[src/rtl/cp0_exc_unit_pkg.sv]
// Shared CP0 definitions: register numbers, exception codes, SR/Cause field
// positions and helpers that assemble the software-visible register images.
package cp0_exc_unit_pkg;

    // CP0 register numbers
    localparam logic [4:0] CP0_SR    = 5'd12;
    localparam logic [4:0] CP0_CAUSE = 5'd13;
    localparam logic [4:0] CP0_EPC   = 5'd14;
    localparam logic [4:0] CP0_PRID  = 5'd15;

    // Exception codes; EXC_NONE marks "nothing to take"
    localparam logic [4:0] EXC_INT  = 5'd0;
    localparam logic [4:0] EXC_ADEL = 5'd4;
    localparam logic [4:0] EXC_ADES = 5'd5;
    localparam logic [4:0] EXC_RI   = 5'd10;
    localparam logic [4:0] EXC_OV   = 5'd12;
    localparam logic [4:0] EXC_NONE = 5'h1f;

    // SR field positions
    localparam int unsigned SR_IE    = 0;
    localparam int unsigned SR_EXL   = 1;
    localparam int unsigned SR_IM_LO = 10;
    localparam int unsigned SR_IM_HI = 15;

    // Cause field positions
    localparam int unsigned CAUSE_EXC_LO = 2;
    localparam int unsigned CAUSE_EXC_HI = 6;
    localparam int unsigned CAUSE_IP_LO  = 10;
    localparam int unsigned CAUSE_IP_HI  = 15;
    localparam int unsigned CAUSE_BD     = 31;

    function automatic logic [31:0] sr_pack(input logic [5:0] im, input logic exl,
                                            input logic ie);
        logic [31:0] v;
        v = '0;
        v[SR_IM_HI:SR_IM_LO] = im;
        v[SR_EXL]            = exl;
        v[SR_IE]             = ie;
        return v;
    endfunction

    function automatic logic [31:0] cause_pack(input logic bd, input logic [5:0] ip,
                                               input logic [4:0] exc);
        logic [31:0] v;
        v = '0;
        v[CAUSE_BD]                  = bd;
        v[CAUSE_IP_HI:CAUSE_IP_LO]   = ip;
        v[CAUSE_EXC_HI:CAUSE_EXC_LO] = exc;
        return v;
    endfunction

endpackage

[src/rtl/cp0_sync.sv]
// N-flop synchroniser for asynchronous level inputs.
// Ports:
//   clk  - clock, rising edge
//   rst  - asynchronous active-low reset, clears every stage
//   d    - asynchronous input bus
//   q    - synchronised output, STAGES edges behind d
module cp0_sync #(
    parameter int unsigned WIDTH  = 6,
    parameter int unsigned STAGES = 2
) (
    input  logic             clk,
    input  logic             rst,
    input  logic [WIDTH-1:0] d,
    output logic [WIDTH-1:0] q
);

    logic [WIDTH-1:0] stage_q [STAGES];

    always_ff @(posedge clk or negedge rst) begin
        if (!rst) begin
            for (int i = 0; i < int'(STAGES); i++) begin
                stage_q[i] <= '0;
            end
        end else begin
            stage_q[0] <= d;
            for (int i = 1; i < int'(STAGES); i++) begin
                stage_q[i] <= stage_q[i-1];
            end
        end
    end

    assign q = stage_q[STAGES-1];

endmodule

[src/rtl/cp0_exc_unit.sv]
// Coprocessor-0 exception/interrupt responder, located in the M stage.
// Holds SR/Cause/EPC/PRId, decides whether the M-stage instruction takes an
// interrupt or exception this cycle and reports the code being taken.
// Ports:
//   clk, rst          - clock and asynchronous active-low reset
//   hwint             - asynchronous external interrupt lines
//   m_valid/m_pc/m_bd - M-stage instruction qualifier, PC and delay-slot flag
//   m_exc             - M-stage exception code (EXC_NONE when none)
//   m_eret            - M-stage instruction is eret
//   cp0_we/addr/wdata - mtc0 write port (write already gated by the handler)
//   cp0_rdata         - mfc0 read data, combinational
//   epc               - eret target, bypassing a same-cycle mtc0 EPC
//   have2handle       - take an interrupt/exception this cycle
//   m_exc_final       - code being taken, else EXC_NONE
module cp0_exc_unit
    import cp0_exc_unit_pkg::*;
#(
    parameter logic [31:0] PRID        = 32'h4350_3330,
    parameter int unsigned SYNC_STAGES = 2
) (
    input  logic        clk,
    input  logic        rst,
    input  logic [5:0]  hwint,
    input  logic        m_valid,
    input  logic [31:0] m_pc,
    input  logic        m_bd,
    input  logic [4:0]  m_exc,
    input  logic        m_eret,
    input  logic        cp0_we,
    input  logic [4:0]  cp0_addr,
    input  logic [31:0] cp0_wdata,
    output logic [31:0] cp0_rdata,
    output logic [31:0] epc,
    output logic        have2handle,
    output logic [4:0]  m_exc_final
);

    logic [5:0]  sr_im_q, sr_im_d;
    logic        sr_exl_q, sr_exl_d;
    logic        sr_ie_q, sr_ie_d;
    logic        cause_bd_q, cause_bd_d;
    logic [5:0]  cause_ip_q;
    logic [4:0]  cause_exc_q, cause_exc_d;
    logic [31:0] epc_q, epc_d;
    logic [5:0]  hwint_sync;
    logic        int_req, exc_req;
    logic        sw_write, epc_write;

    cp0_sync #(
        .WIDTH  (6),
        .STAGES (SYNC_STAGES)
    ) u_sync (
        .clk (clk),
        .rst (rst),
        .d   (hwint),
        .q   (hwint_sync)
    );

    assign int_req = (|(cause_ip_q & sr_im_q)) & sr_ie_q & ~sr_exl_q;
    assign exc_req = (m_exc != EXC_NONE) & ~sr_exl_q;

    // rst gates the request so nothing is taken while the core is held in reset
    assign have2handle = rst & m_valid & (int_req | exc_req);
    assign m_exc_final = !have2handle ? EXC_NONE : (int_req ? EXC_INT : m_exc);

    // A taken exception/interrupt drops any same-cycle mtc0
    assign sw_write  = cp0_we & ~have2handle;
    assign epc_write = sw_write & (cp0_addr == CP0_EPC);

    always_comb begin
        sr_im_d     = sr_im_q;
        sr_exl_d    = sr_exl_q;
        sr_ie_d     = sr_ie_q;
        cause_bd_d  = cause_bd_q;
        cause_exc_d = cause_exc_q;
        epc_d       = epc_q;
        if (have2handle) begin
            sr_exl_d    = 1'b1;
            cause_exc_d = m_exc_final;
            cause_bd_d  = m_bd;
            epc_d       = m_bd ? (m_pc - 32'd4) : m_pc;
        end else begin
            if (sw_write && (cp0_addr == CP0_SR)) begin
                sr_im_d  = cp0_wdata[SR_IM_HI:SR_IM_LO];
                sr_exl_d = cp0_wdata[SR_EXL];
                sr_ie_d  = cp0_wdata[SR_IE];
            end
            if (epc_write) begin
                epc_d = cp0_wdata;
            end
            // Ordered after the SR write so eret wins over mtc0 to EXL
            if (m_valid && m_eret) begin
                sr_exl_d = 1'b0;
            end
        end
    end

    always_ff @(posedge clk or negedge rst) begin
        if (!rst) begin
            sr_im_q     <= '0;
            sr_exl_q    <= 1'b0;
            sr_ie_q     <= 1'b0;
            cause_bd_q  <= 1'b0;
            cause_ip_q  <= '0;
            cause_exc_q <= '0;
            epc_q       <= '0;
        end else begin
            sr_im_q     <= sr_im_d;
            sr_exl_q    <= sr_exl_d;
            sr_ie_q     <= sr_ie_d;
            cause_bd_q  <= cause_bd_d;
            cause_ip_q  <= hwint_sync;
            cause_exc_q <= cause_exc_d;
            epc_q       <= epc_d;
        end
    end

    always_comb begin
        cp0_rdata = '0;
        case (cp0_addr)
            CP0_SR:    cp0_rdata = sr_pack(sr_im_q, sr_exl_q, sr_ie_q);
            CP0_CAUSE: cp0_rdata = cause_pack(cause_bd_q, cause_ip_q, cause_exc_q);
            CP0_EPC:   cp0_rdata = epc_q;
            CP0_PRID:  cp0_rdata = PRID;
            default:   cp0_rdata = '0;
        endcase
    end

    // Bypass lets an eret right after mtc0 EPC see the new target
    assign epc = epc_write ? cp0_wdata : epc_q;

endmodule

[config.mk]
export PLATFORM = sky130hd
export DESIGN_NAME = cp0_exc_unit
export DESIGN_NICKNAME = d
export VERILOG_FILES = /design/src/rtl/cp0_exc_unit_pkg.sv /design/src/rtl/cp0_sync.sv /design/src/rtl/cp0_exc_unit.sv
export SDC_FILE = /design/constraint.sdc
export NUM_CORES = 1
export LEC_CHECK = 0
export CAP_MARGIN = 20
export CORE_UTILIZATION = 48
export CTS_CLUSTER_SIZE = 14
export DETAILED_ROUTE_END_ITERATION = 10
export GPL_TIMING_DRIVEN = 0
export HOLD_SLACK_MARGIN = 0.1
export PLACE_DENSITY = 0.87
export SLEW_MARGIN = 20
export SYNTH_ARGS = -nofsm -noshare
export SYNTH_HDL_FRONTEND = slang
export SYNTH_SLANG_ARGS = --single-unit
[constraint.sdc]
create_clock -name clk -period 4.11 [get_ports clk]
set_input_delay 0.6165 -clock clk [delete_from_list [all_inputs] [get_ports clk]]
set_output_delay 0.6165 -clock clk [all_outputs]
set_load 0.1 [all_outputs]
After elaboration in Yosys (flattened, before gate mapping)
Index checks and enable logic that the tools add are counted.

storage, ports and cells
  register bits after elaboration = 64
  latch bits = 0
  RAM bits = 0
  ROM bits = 0
  bits of input ports = 86
  memories kept = 0

operators by class
  add/subtract/negate cells = 1
  $mul = 0
  divide/modulo/power cells = 0
  order comparisons = 0
  equal/unequal tests = 5
  shifts and indexed selects = 0
  multiplexer cells = 9
  bitwise logic cells = 11
  reductions and logical operators = 5

operators with widths
  operator                                              count
  case mux 32 bit (4 select lines)                      1
  two-way mux 32 bit                                    3
  subtractor 32 x 3 -> 32 bit (second input constant)   1
  equality test 5 x 4 -> 1 bit (second input constant)  4
  two-way mux 5 bit                                     2
  AND 1 bit                                             7
  AND 6 bit                                             1
  OR reduction 6 bit                                    1
  != test 5 bit (second input constant)                 1
  two-way mux 1 bit                                     3
  nonzero test 3 bit                                    1
  logical AND 1 bit                                     2
  NOT 1 bit                                             2
  AND reduction 2 bit                                   1
  OR 1 bit                                              1

Depth between registers and ports, before layout
Gate-level depths: netlist of the first run.

  depth after elaboration = 12
  depth in mapped cells = 9
  mapped depth without buffers = 7

Hierarchy
A second synthesis of the first run with hierarchy kept.

second synthesis, totals
  cell total of the unflattened synthesis = 429
  area, all modules = 4289.1 um2

modules (own cells, without submodules)
  module        times used  cells an instance  area each (um2)
  cp0_exc_unit  1           411                3943.8
  cp0_sync      1           18                 345.3

Worst setup path after synthesis of the first run
Ideal clock, no wire load.

  kind = input -> output
  start point = input port cp0_addr[1]
  end point = output port cp0_rdata[12]
  arrival time = 3306 ps
  data required time = 3493 ps
  slack = 188 ps
  cell stages on the path = 4
  cells stage by stage = buf_4 -> clkbuf_1 -> a211oi_1 -> nor3_1

between the ends
  word-level cells in the longest chain between the ends = 2
  elaborated cells on any way between the ends = 5
  those cells by class = eq/ne (4); mux (1)

RTL lines
  element                             line                 RTL
  start, declared                     cp0_exc_unit.sv:30   input logic [4:0] cp0_addr,
  equality test 5 x 4 -> 1 bit        cp0_exc_unit.sv:120  case (cp0_addr)
  case mux 32 bit (4 select lines) *  cp0_exc_unit.sv:120
  end, declared                       cp0_exc_unit.sv:32   output logic [31:0] cp0_rdata,

Mark *: on every way between the ends. The rest lies on a longest branch, timed or not.

Worst setup path after layout of the first run
  start point = input port cp0_addr[0]
  end point = output port cp0_rdata[4]

Same word-level chain as after synthesis.

==> results_dict.tcl, run 1 <==
set metrics [dict create \
    wl_um 13200 \
    cp.depth 6 \
    drive_gt1_share_pct 17.6 \
    fmax_ghz 0.250 \
    slew-limit-headroom_pct 32.9 \
    clk_path_buf_depth 2 \
    port_buffers 153 \
    h-tree-depth 3 \
    path_buf_inv 4 \
    synth_top_cells_by_area "dfrtp_1 40%, mux2_2 8.1%, xor2_1 5.2%" \
    clock_skew_ns 0.00916 \
    crit_slowest_cell "dlygate4sd2_1" \
    finalHoldViolCount 0 \
    use_met3_pct 5.10 \
    start_util_pct 49.4 \
    drt-wirelength-per-cell_um 18.9 \
    dp_hpwl_um 9590 \
    chipHeight_um 93.7 \
    fill_cells 621 \
    final_cell_mix "88 x clkdlybuf4s50_1, 64 x dfrtp_1, 41 x nor2_1" \
    worst_slew_pin_slew_ns 1.00 \
    synth-seq-cells 64 \
    worstSetupPathType "input port to primary output" \
    powerDensity_nw_per_um2 506 \
    rows 33 \
    grt_pass1_vias 4045 \
    multiInputGateArea_um2 2270 \
    regArea_um2 1600 \
    antenna_found_initial 0 \
    grt_pass1_wl_um 20400 \
    n_antenna_cell 0 \
    rsz0062_at_grt "no" \
    worstPathCellList "clkdlybuf4s50_1 -> clkbuf_1 -> buf_1 -> o21ai_0 -> a21oi_1 -> dlygate4sd2_1" \
    cp_top_family "buffers and inverters" \
    core_um2 8180 \
    firstDrtPassIters 5 \
    vias 4000 \
    met2_usage_pct 50.8 \
    cts_setup_buffers 0 \
    maxCapViolCount 0 \
    end_kind "primary output" \
    finalCritPeriodShare_pct 97.5 \
    r2r.worst_path.cells 9 \
    fp.dieArea_um2 8790 \
    post-route-util_pct 71.8 \
    drv_slew 0 \
    drc 0 \
    num_io_pins 156 \
    crit_path_max_fanout 10 \
    ir_drop_uv 421 \
    numCtsBuffers 9 \
    start_kind "input port" \
    area_growth_pct 45.3 \
    clk_latency_ns 0.35 \
    tns_ns 0 \
    hold_path.class "input port to async pin" \
    grt-busiest-layer "met2" \
    fin_nets 678 \
    crit_path_max_incr_delay_ns 0.88 \
    gp_congestion 0.921 \
    period_needed_ns 4.01 \
    synth_cell_types 47 \
    post_synth.cell_area_avg_um2 9.48 \
    overflow 0 \
    yosysWarnings 0 \
    ys_seq_area_share_pct 39.7 \
    grt_max_degree 46 \
    status "finished clean" \
    die_w_um 93.7 \
    syn_area_um2 4040 \
    path_clk_slew_ns 0.08 \
    cp_data_arrival_time_ns 3.39 \
    final_common_cell "clkdlybuf4s50_1" \
    cts-root-buf "clkbuf_8" \
    grt_use_met1_pct 38.8 \
    synth_top_area_share_pct 39.7 \
    syn_inst 426 \
    clock_sinks 64 \
    synth_nets 513 \
    leakagePower_nw 2.80 \
    cts_tree "yes" \
    required_ns 3.49 \
    finalSetupViolCount 0 \
    vias_per_cell 5.71 \
    synth_top_area_cell "dfrtp_1" \
    drt-initial-drc-count 317 \
    ant_nets 0 \
    grt.total_usage_pct 30.9 \
]
==> logic make-up after synthesis <==
group	after synthesis	synth area share, %
compound gates	83	12.6
xor+xnor	27	5.86
fa+ha+maj	1	0.310
buf+inv	33	4.21
flops	64	39.7
mux	57	15.3
simple gates	161	22.0
==> sequential cells by signal, indices dropped and copies added (netlist names) <==
signal	cells
sr_exl_q	1
u_sync.q	6
epc_q	32
sr_im_q	6
u_sync.stage_q	6
cause_exc_q	5
cause_bd_q	1
sr_ie_q	1
cause_ip_q	6
==> Yosys cell counts, drive strengths merged <==
cell      n
nand2    32
clkbuf    9
mux2i    18
nand4b    6
nor4b     1
mux2     39
nand4bb   1
a211oi   24
and3      1
a21o      1
and2     13
buf      19
nor2     42
a21boi    1
nand2b    2
nor4      7
a311o     1
a21oi    31
a31o      1
nand3    10
a22oi     7
nand4     1
o21ai    17
nand3b    2
ha        1
nor3      7
xor2     24
xnor2     3
or3b      1
inv       5
nor2b    26
or3       3
nor3b     1
or2       1
dfrtp    64
or4       4
==> final timing paths <==
check                                             from                       to  slack, ns
min in group clk                 u_sync.q[2]$_DFF_PN0_  cause_ip_q[2]$_DFF_PN0_       0.35
worst max register to register  sr_im_q[4]$_DFFE_PN0P_      epc_q[30]$_DFF_PN0_       1.77
worst max-delay path                       cp0_addr[0]             cp0_rdata[4]       0.10
worst min-delay path                               rst    u_sync.q[5]$_DFF_PN0_       0.15
max in group asynchronous                          rst       epc_q[8]$_DFF_PN0_       3.42
worst min register to register   u_sync.q[2]$_DFF_PN0_  cause_ip_q[2]$_DFF_PN0_       0.35
==> final cells by class <==
class / instances / area share, %
clock buffers: 9 / 2.11
flip-flops and latches: 64 / 27.3
well taps: 105 / 2.24
clock inverters: 7 / 1.75
inverters: 5 / 0.362
multi-input cells: 329 / 38.6
repair buffers: 154 / 25.1
plain buffers: 28 / 2.54
==> through the flow <==
step           cell area, um2  hold WS (ns)  power, mW  setup slack (ns)  instances
2_1_floorplan            4040         0.321       2.01             0.188        426
3_3_place_gp             5700         0.332       2.39             -2.01        684
3_5_place_dp             5720         0.335       2.42            -0.202        685
4_1_cts                  5900         0.148       2.99           0.00771        701
5_1_grt                  5870         0.153       3.08            0.0198        701
6_report                 5870         0.151       2.97             0.104        701
==> power breakdown <==
group | switching (mW) | internal (mW) | leakage [nW]
combinational | 1.10 | 0.369 | 1.94
sequential | 0.107 | 0.766 | 0.750
clock | 0.279 | 0.348 | 0.110
==> what timing repair did <==
action	4_1_cts	5_1_grt
pin swaps	0	0
endpoints found under the setup margin	33	61
resized for setup	33	91
hold buffers	0	0
==> per-layer routing <==
layer,vias up,wire length (um)
li1,1837,-
met1,1931,5300
met2,204,6580
met3,28,954
met4,0,381
met5,-,0
No activity file was read; power rests on OpenSTA's default activity.
==> run 2: changes to the inputs <==
--- a/config.mk
+++ b/config.mk
@@ -9,10 +9,8 @@
 export CORE_UTILIZATION = 48
 export CTS_CLUSTER_SIZE = 14
 export DETAILED_ROUTE_END_ITERATION = 10
-export GPL_TIMING_DRIVEN = 0
 export HOLD_SLACK_MARGIN = 0.1
 export PLACE_DENSITY = 0.87
-export SLEW_MARGIN = 20
 export SYNTH_ARGS = -nofsm -noshare
 export SYNTH_HDL_FRONTEND = slang
 export SYNTH_SLANG_ARGS = --single-unit
==> run 2 against run 1 <==
Clock skew fell by 0.0010 ns. Register-to-register slack got worse by 0.23 ns. Count of clock-buffer cells in the layout did not move. Wire length fell by 5.6%. Total power rose by 10%. Clock power fell by 9.9%. Critical endpoint is now m_exc_final[3]. Largest cell class unchanged. Largest power group unchanged.
==> results_dict.tcl, run 2 (synthesis results as in run 1) <==
set metrics [dict create \
    status "finished clean" \
    firstDrtPassIters 4 \
    fill_cells 521 \
    ir_drop_uv 451 \
    clock_sinks 64 \
    drt-initial-drc-count 254 \
    post-route-util_pct 79.3 \
    cts_tree "yes" \
    clock_skew_ns 0.00814 \
    drc 0 \
    fmax_ghz 0.295 \
    clk_path_buf_depth 2 \
    vias_per_cell 5.64 \
    leakagePower_nw 2.59 \
    worstSetupPathType "input port to primary output" \
    powerDensity_nw_per_um2 506 \
    crit_path_max_incr_delay_ns 0.55 \
    fin_nets 661 \
    met2_usage_pct 53.3 \
    grt_use_met1_pct 35.3 \
    use_met3_pct 6.07 \
    numCtsBuffers 9 \
    dp_hpwl_um 9250 \
    finalCritPeriodShare_pct 82.5 \
    grt_max_degree 67 \
    rows 33 \
    required_ns 3.49 \
    cts_resized 0 \
    final_common_cell "clkdlybuf4s50_1" \
    grt_pass1_vias 4097 \
    num_io_pins 156 \
    h-tree-depth 3 \
    largest_register_ffs 32 \
    multiInputGateArea_um2 2270 \
    fp.dieArea_um2 8790 \
    grt.total_usage_pct 30.0 \
    port_buffers 155 \
    core_um2 8180 \
    regArea_um2 1600 \
    tns_ns 0 \
    hold_path.class "flip-flop to flip-flop" \
    start_kind "input port" \
    ant_nets 0 \
    rsz0062_at_grt "no" \
    die_w_um 93.7 \
    overflow 0 \
    wl_um 12500 \
    start_util_pct 49.4 \
    grt-busiest-layer "met2" \
    drive_gt1_share_pct 23.7 \
    cts_setup_buffers 0 \
    grt_pass1_wl_um 20000 \
    crit_path_max_fanout 66 \
    slew-limit-headroom_pct 33.1 \
    period_needed_ns 3.39 \
    gp_congestion 0.859 \
    clk_latency_ns 0.34 \
    drt-wirelength-per-cell_um 18.2 \
    cp_top_family "buffers and inverters" \
    drv_slew 0 \
    hold_buffers 0 \
    finalSetupViolCount 0 \
    regMostFlops "epc_q" \
    area_growth_pct 60.4 \
    maxCapViolCount 0 \
    worst_slew_pin_slew_ns 0.995 \
    vias 3860 \
    finalHoldViolCount 0 \
    chipHeight_um 93.7 \
    antenna_found_initial 0 \
    crit_slowest_cell "buf_4" \
    end_kind "primary output" \
    final_cell_mix "84 x clkdlybuf4s50_1, 64 x dfrtp_1, 64 x buf_12" \
    worstPathCellList "clkdlybuf4s50_1 -> and3_1 -> a31o_2 -> a21o_1 -> inv_4 -> buf_4 -> nand2_1 -> buf_12" \
    path_buf_inv 4 \
    path_clk_slew_ns 0.08 \
    cts-root-buf "clkbuf_8" \
    cp_data_arrival_time_ns 2.78 \
    n_antenna_cell 0 \
]
## run 2: cell types whose count changed in the layout (fill, tap and decap cells not counted), moves of 9 or more
cell	previous run	this run
buf_4	7	16
dlymetal6s2s_1	31	0
clkbuf_1	9	0
buf_12	1	64
clkbuf_2	30	0
buf_2	11	1
## run 2: path summary, 6_finish.rpt
kind / start / to / slack (ns) / cells past startpoint
worst max-delay path: m_exc[2] / m_exc_final[3] / 0.72 / 8
worst min-delay path: u_sync.q[3]$_DFF_PN0_ / cause_ip_q[3]$_DFF_PN0_ / 0.35 / 0
worst max register to register: sr_im_q[4]$_DFFE_PN0P_ / sr_im_q[4]$_DFFE_PN0P_ / 1.54 / 7
worst min register to register: u_sync.q[3]$_DFF_PN0_ / cause_ip_q[3]$_DFF_PN0_ / 0.35 / 0
max in group asynchronous: rst / epc_q[7]$_DFF_PN0_ / 3.06 / 2
min in group asynchronous: rst / u_sync.stage_q[10]$_DFF_PN0_ / 0.49 / 2
## run 2: layer usage
metal / share of wire, % / wire, um
met1: 39 / 4920
met4: 2.3 / 282
met5: 0 / 0
met3: 6.1 / 755
met2: 52 / 6520
## run 2: power by group
part,leakage (nW),internal [mW],switching (mW)
Sequential,0.750,0.766,0.108
Combinational,1.74,0.691,1.15
Clock,0.0960,0.285,0.279
Total,2.59,1.74,1.54
## run 2: worst reg2reg max path, delay by kind of cell (launching register included)
family / cells / cell delay, ns
compound gates: 3 / 0.82
buf+inv: 2 / 0.38
flops: 1 / 0.40
mux: 1 / 0.39
simple gates: 1 / 0.46
## run 2: through the flow
stage | setup slack, ns | area (um2) | std cells | total power, mW | hold slack [ns]
final | 0.718 | 6480 | 684 | 3.28 | 0.354
after global routing | 0.607 | 6480 | 684 | 3.40 | 0.359
after CTS | 0.729 | 6480 | 684 | 3.29 | 0.356
after detailed placement | 0.736 | 6280 | 668 | 2.72 | 0.337
after global placement | 0.838 | 6280 | 668 | 2.68 | 0.332
after floorplan | 0.188 | 4040 | 426 | 2.01 | 0.321
## run 2: cell type report
type / instances / area share [%]
clock buffers: 9 / 1.91
clock inverters: 7 / 1.24
inverters: 5 / 0.328
multi-input cells: 329 / 35.1
flip-flops and latches: 64 / 24.7
well taps: 105 / 2.03
repair buffers: 165 / 34.7
==> run 3: changes to the inputs <==
--- a/config.mk
+++ b/config.mk
@@ -6,11 +6,11 @@
 export NUM_CORES = 1
 export LEC_CHECK = 0
 export CAP_MARGIN = 20
-export CORE_UTILIZATION = 48
+export CORE_UTILIZATION = 40
 export CTS_CLUSTER_SIZE = 14
 export DETAILED_ROUTE_END_ITERATION = 10
 export HOLD_SLACK_MARGIN = 0.1
-export PLACE_DENSITY = 0.87
+export PLACE_DENSITY = 0.77
 export SYNTH_ARGS = -nofsm -noshare
 export SYNTH_HDL_FRONTEND = slang
 export SYNTH_SLANG_ARGS = --single-unit
==> constraint.sdc (replaced) <==
create_clock -name clk -period 2.75 [get_ports clk]
set_input_delay 0.4125 -clock clk [delete_from_list [all_inputs] [get_ports clk]]
set_output_delay 0.4125 -clock clk [all_outputs]
set_load 0.1 [all_outputs]
==> run 3 against run 2 <==
The run now ends with setup timing left. Clock skew is 0.0021 ns lower. Clock power is 40% higher. Total power is 52% higher. Non-clock buffer count is 20 higher. Largest cell class is now buffers. Via count is 3.2% higher. Die area is 20% higher. Final area is 7.4% higher. Flip-flop and latch count stayed put. Final cell count is 6.9% higher. Critical endpoint is now epc[20]. First-iteration DRC count is 52% lower. Sequential power is 51% higher. Register-to-register slack worse by 1.1 ns. Largest power group unchanged.
==> results_dict.tcl, run 3 (synthesis results as in run 1) <==
set metrics [dict create \
    status "complete, but fails checks" \
    violations "setup timing" \
    stdcell_count 731 \
    worst_slew_pin_slew_ns 0.798 \
    dpl_cell_area_um2 6560 \
    post-route-util_pct 71.2 \
    final_common_cell "clkdlybuf4s50_1" \
    hold_buffers 0 \
    fin_nets 681 \
    firstDrtPassIters 4 \
    cts-root-buf "clkbuf_8" \
    path_clk_slew_ns 0.07 \
    clock_skew_ns 0.00601 \
    fmax_ghz 0.344 \
    hold_path.class "flip-flop to flip-flop" \
    place_inst 709 \
    finalHoldViolCount 0 \
    met2_usage_pct 41.9 \
    switchingPower_mw 2.27 \
    maxCapViolCount 0 \
    core_um2 9770 \
    cp_top_family "compound AO/OA/AOI/OAI gates" \
    cts_tree "yes" \
    use_met3_pct 7.05 \
    cp_data_arrival_time_ns 2.50 \
    crit_path_max_fanout 6 \
    overflow 0 \
    numCtsBuffers 9 \
    final_cell_mix "84 x clkdlybuf4s50_1, 73 x buf_12, 64 x dfrtp_1" \
    regMostFlops "epc_q" \
    powerDensity_nw_per_um2 714 \
    period_needed_ns 2.91 \
    grt_pass1_vias 3923 \
    ir_drop_uv 488 \
    largest_register_ffs 32 \
    drive_gt1_share_pct 30.1 \
    drv_slew 0 \
    finalCritPeriodShare_pct 106 \
    h-tree-depth 3 \
    start_util_pct 41.3 \
    gp_congestion 0.847 \
    start_kind "flip-flop" \
    p_int_mw 2.70 \
    crit_path_max_incr_delay_ns 0.41 \
    worstSetupPathType "flip-flop to primary output" \
    vias 3985 \
    slew-limit-headroom_pct 46.8 \
    rows 36 \
    worstPathCellList "a22oi_2 -> a311o_1 -> a21o_1 -> inv_4 -> nor3_4 -> buf_4 -> buf_8 -> mux2_2 -> buf_12" \
    finalHoldWorstSlack_ns 0.350 \
    vias_per_cell 5.45 \
    wl_um 13800 \
    required_ns 2.34 \
    r2r.worst_path.cells 7 \
    clkPwrFrac_pct 15.9 \
    chipHeight_um 102 \
    whs_path_depth 0 \
    setup_ws_ns -0.160 \
    area_growth_pct 72.3 \
    num_io_pins 156 \
    rsz0062_at_grt "yes" \
    dp_hpwl_um 9550 \
    drc 0 \
    path_buf_inv 4 \
    grt_pass1_wl_um 19700 \
    grt_max_degree 65 \
    die_w_um 102 \
    grt_use_met1_pct 30.7 \
    ant_nets 0 \
    clock_sinks 64 \
    swShare_pct 45.6 \
    antenna_found_initial 0 \
    combPwrFrac_pct 57.6 \
    clk_latency_ns 0.33 \
    drt-initial-drc-count 123 \
    n_antenna_cell 0 \
    crit_slowest_cell "dfrtp_1" \
    cp.depth 9 \
    grt.total_usage_pct 24.9 \
    seqPwrFrac_pct 26.5 \
    leakagePower_nw 2.81 \
    grt-busiest-layer "met2" \
    drt-wirelength-per-cell_um 18.8 \
    design_area_um2 6960 \
    finalSetupViolCount 32 \
    port_buffers 155 \
    fp.dieArea_um2 10500 \
    clk_path_buf_depth 2 \
    tns_ns -3.55 \
    end_kind "primary output" \
]
==> run 3: cell types whose count changed in the layout (fill, tap and decap cells not counted), sizes merged <==
| cell | delta |
|---|---|
| buf | +17 |
| clkinvlp | -2 |
| clkbuf | +5 |
| inv | -1 |
==> run 3: cell type report <==
cell class	instances	area [um2]
sequential	64	1600
fill	684	2820
timing repair buffer	185	2570
inverter	5	21.3
tap	133	166
clock buffer	11	141
clock inverter	4	45.0
multi-input combinational	329	2410
==> run 3: final timing paths <==
check | from | end | slack (ns)
worst max-delay path | cause_ip_q[4]$_DFF_PN0_ | epc[20] | -0.16
worst min-delay path | u_sync.stage_q[10]$_DFF_PN0_ | u_sync.q[4]$_DFF_PN0_ | 0.35
worst max register to register | cause_ip_q[4]$_DFF_PN0_ | sr_im_q[3]$_DFFE_PN0P_ | 0.46
worst min register to register | u_sync.stage_q[10]$_DFF_PN0_ | u_sync.q[4]$_DFF_PN0_ | 0.35
max in group asynchronous | rst | sr_exl_q$_DFFE_PN0P_ | 1.86
min in group asynchronous | rst | epc_q[16]$_DFF_PN0_ | 0.38
==> run 3: repair_timing <==
action | in CTS | in global routing
gates resized for setup | 15 | 25
setup buffers | 2 | 3
endpoints found under the setup margin | 32 | 37
gates cloned | 1 | 3
pin swaps | 0 | 3
==> run 3: per-layer routing <==
layer	share of wire, %	vias to the layer above	wire length [um]
met2	50	175	6900
met5	0	-	0
met3	8.4	14	1150
met1	40	1950	5510
li1	-	1846	-
met4	1.4	0	192
==> run 3: through the flow <==
stage / setup slack (ns) / power, mW
floorplan: -0.283 / 3.01
global placement: -0.0239 / 4.04
detailed placement: -0.0646 / 4.10
CTS: -0.116 / 4.91
global route: -0.248 / 5.15
finish: -0.160 / 4.97
==> run 3: power by group through the flow <==
stage | registers [mW] | logic [mW] | clock network [mW]
after floorplan | 1.25 | 1.76 | 0
after global placement | 1.31 | 2.74 | 0
after detailed placement | 1.31 | 2.78 | 0
after CTS | 1.31 | 2.81 | 0.801
after global routing | 1.34 | 2.97 | 0.848
final | 1.32 | 2.86 | 0.789
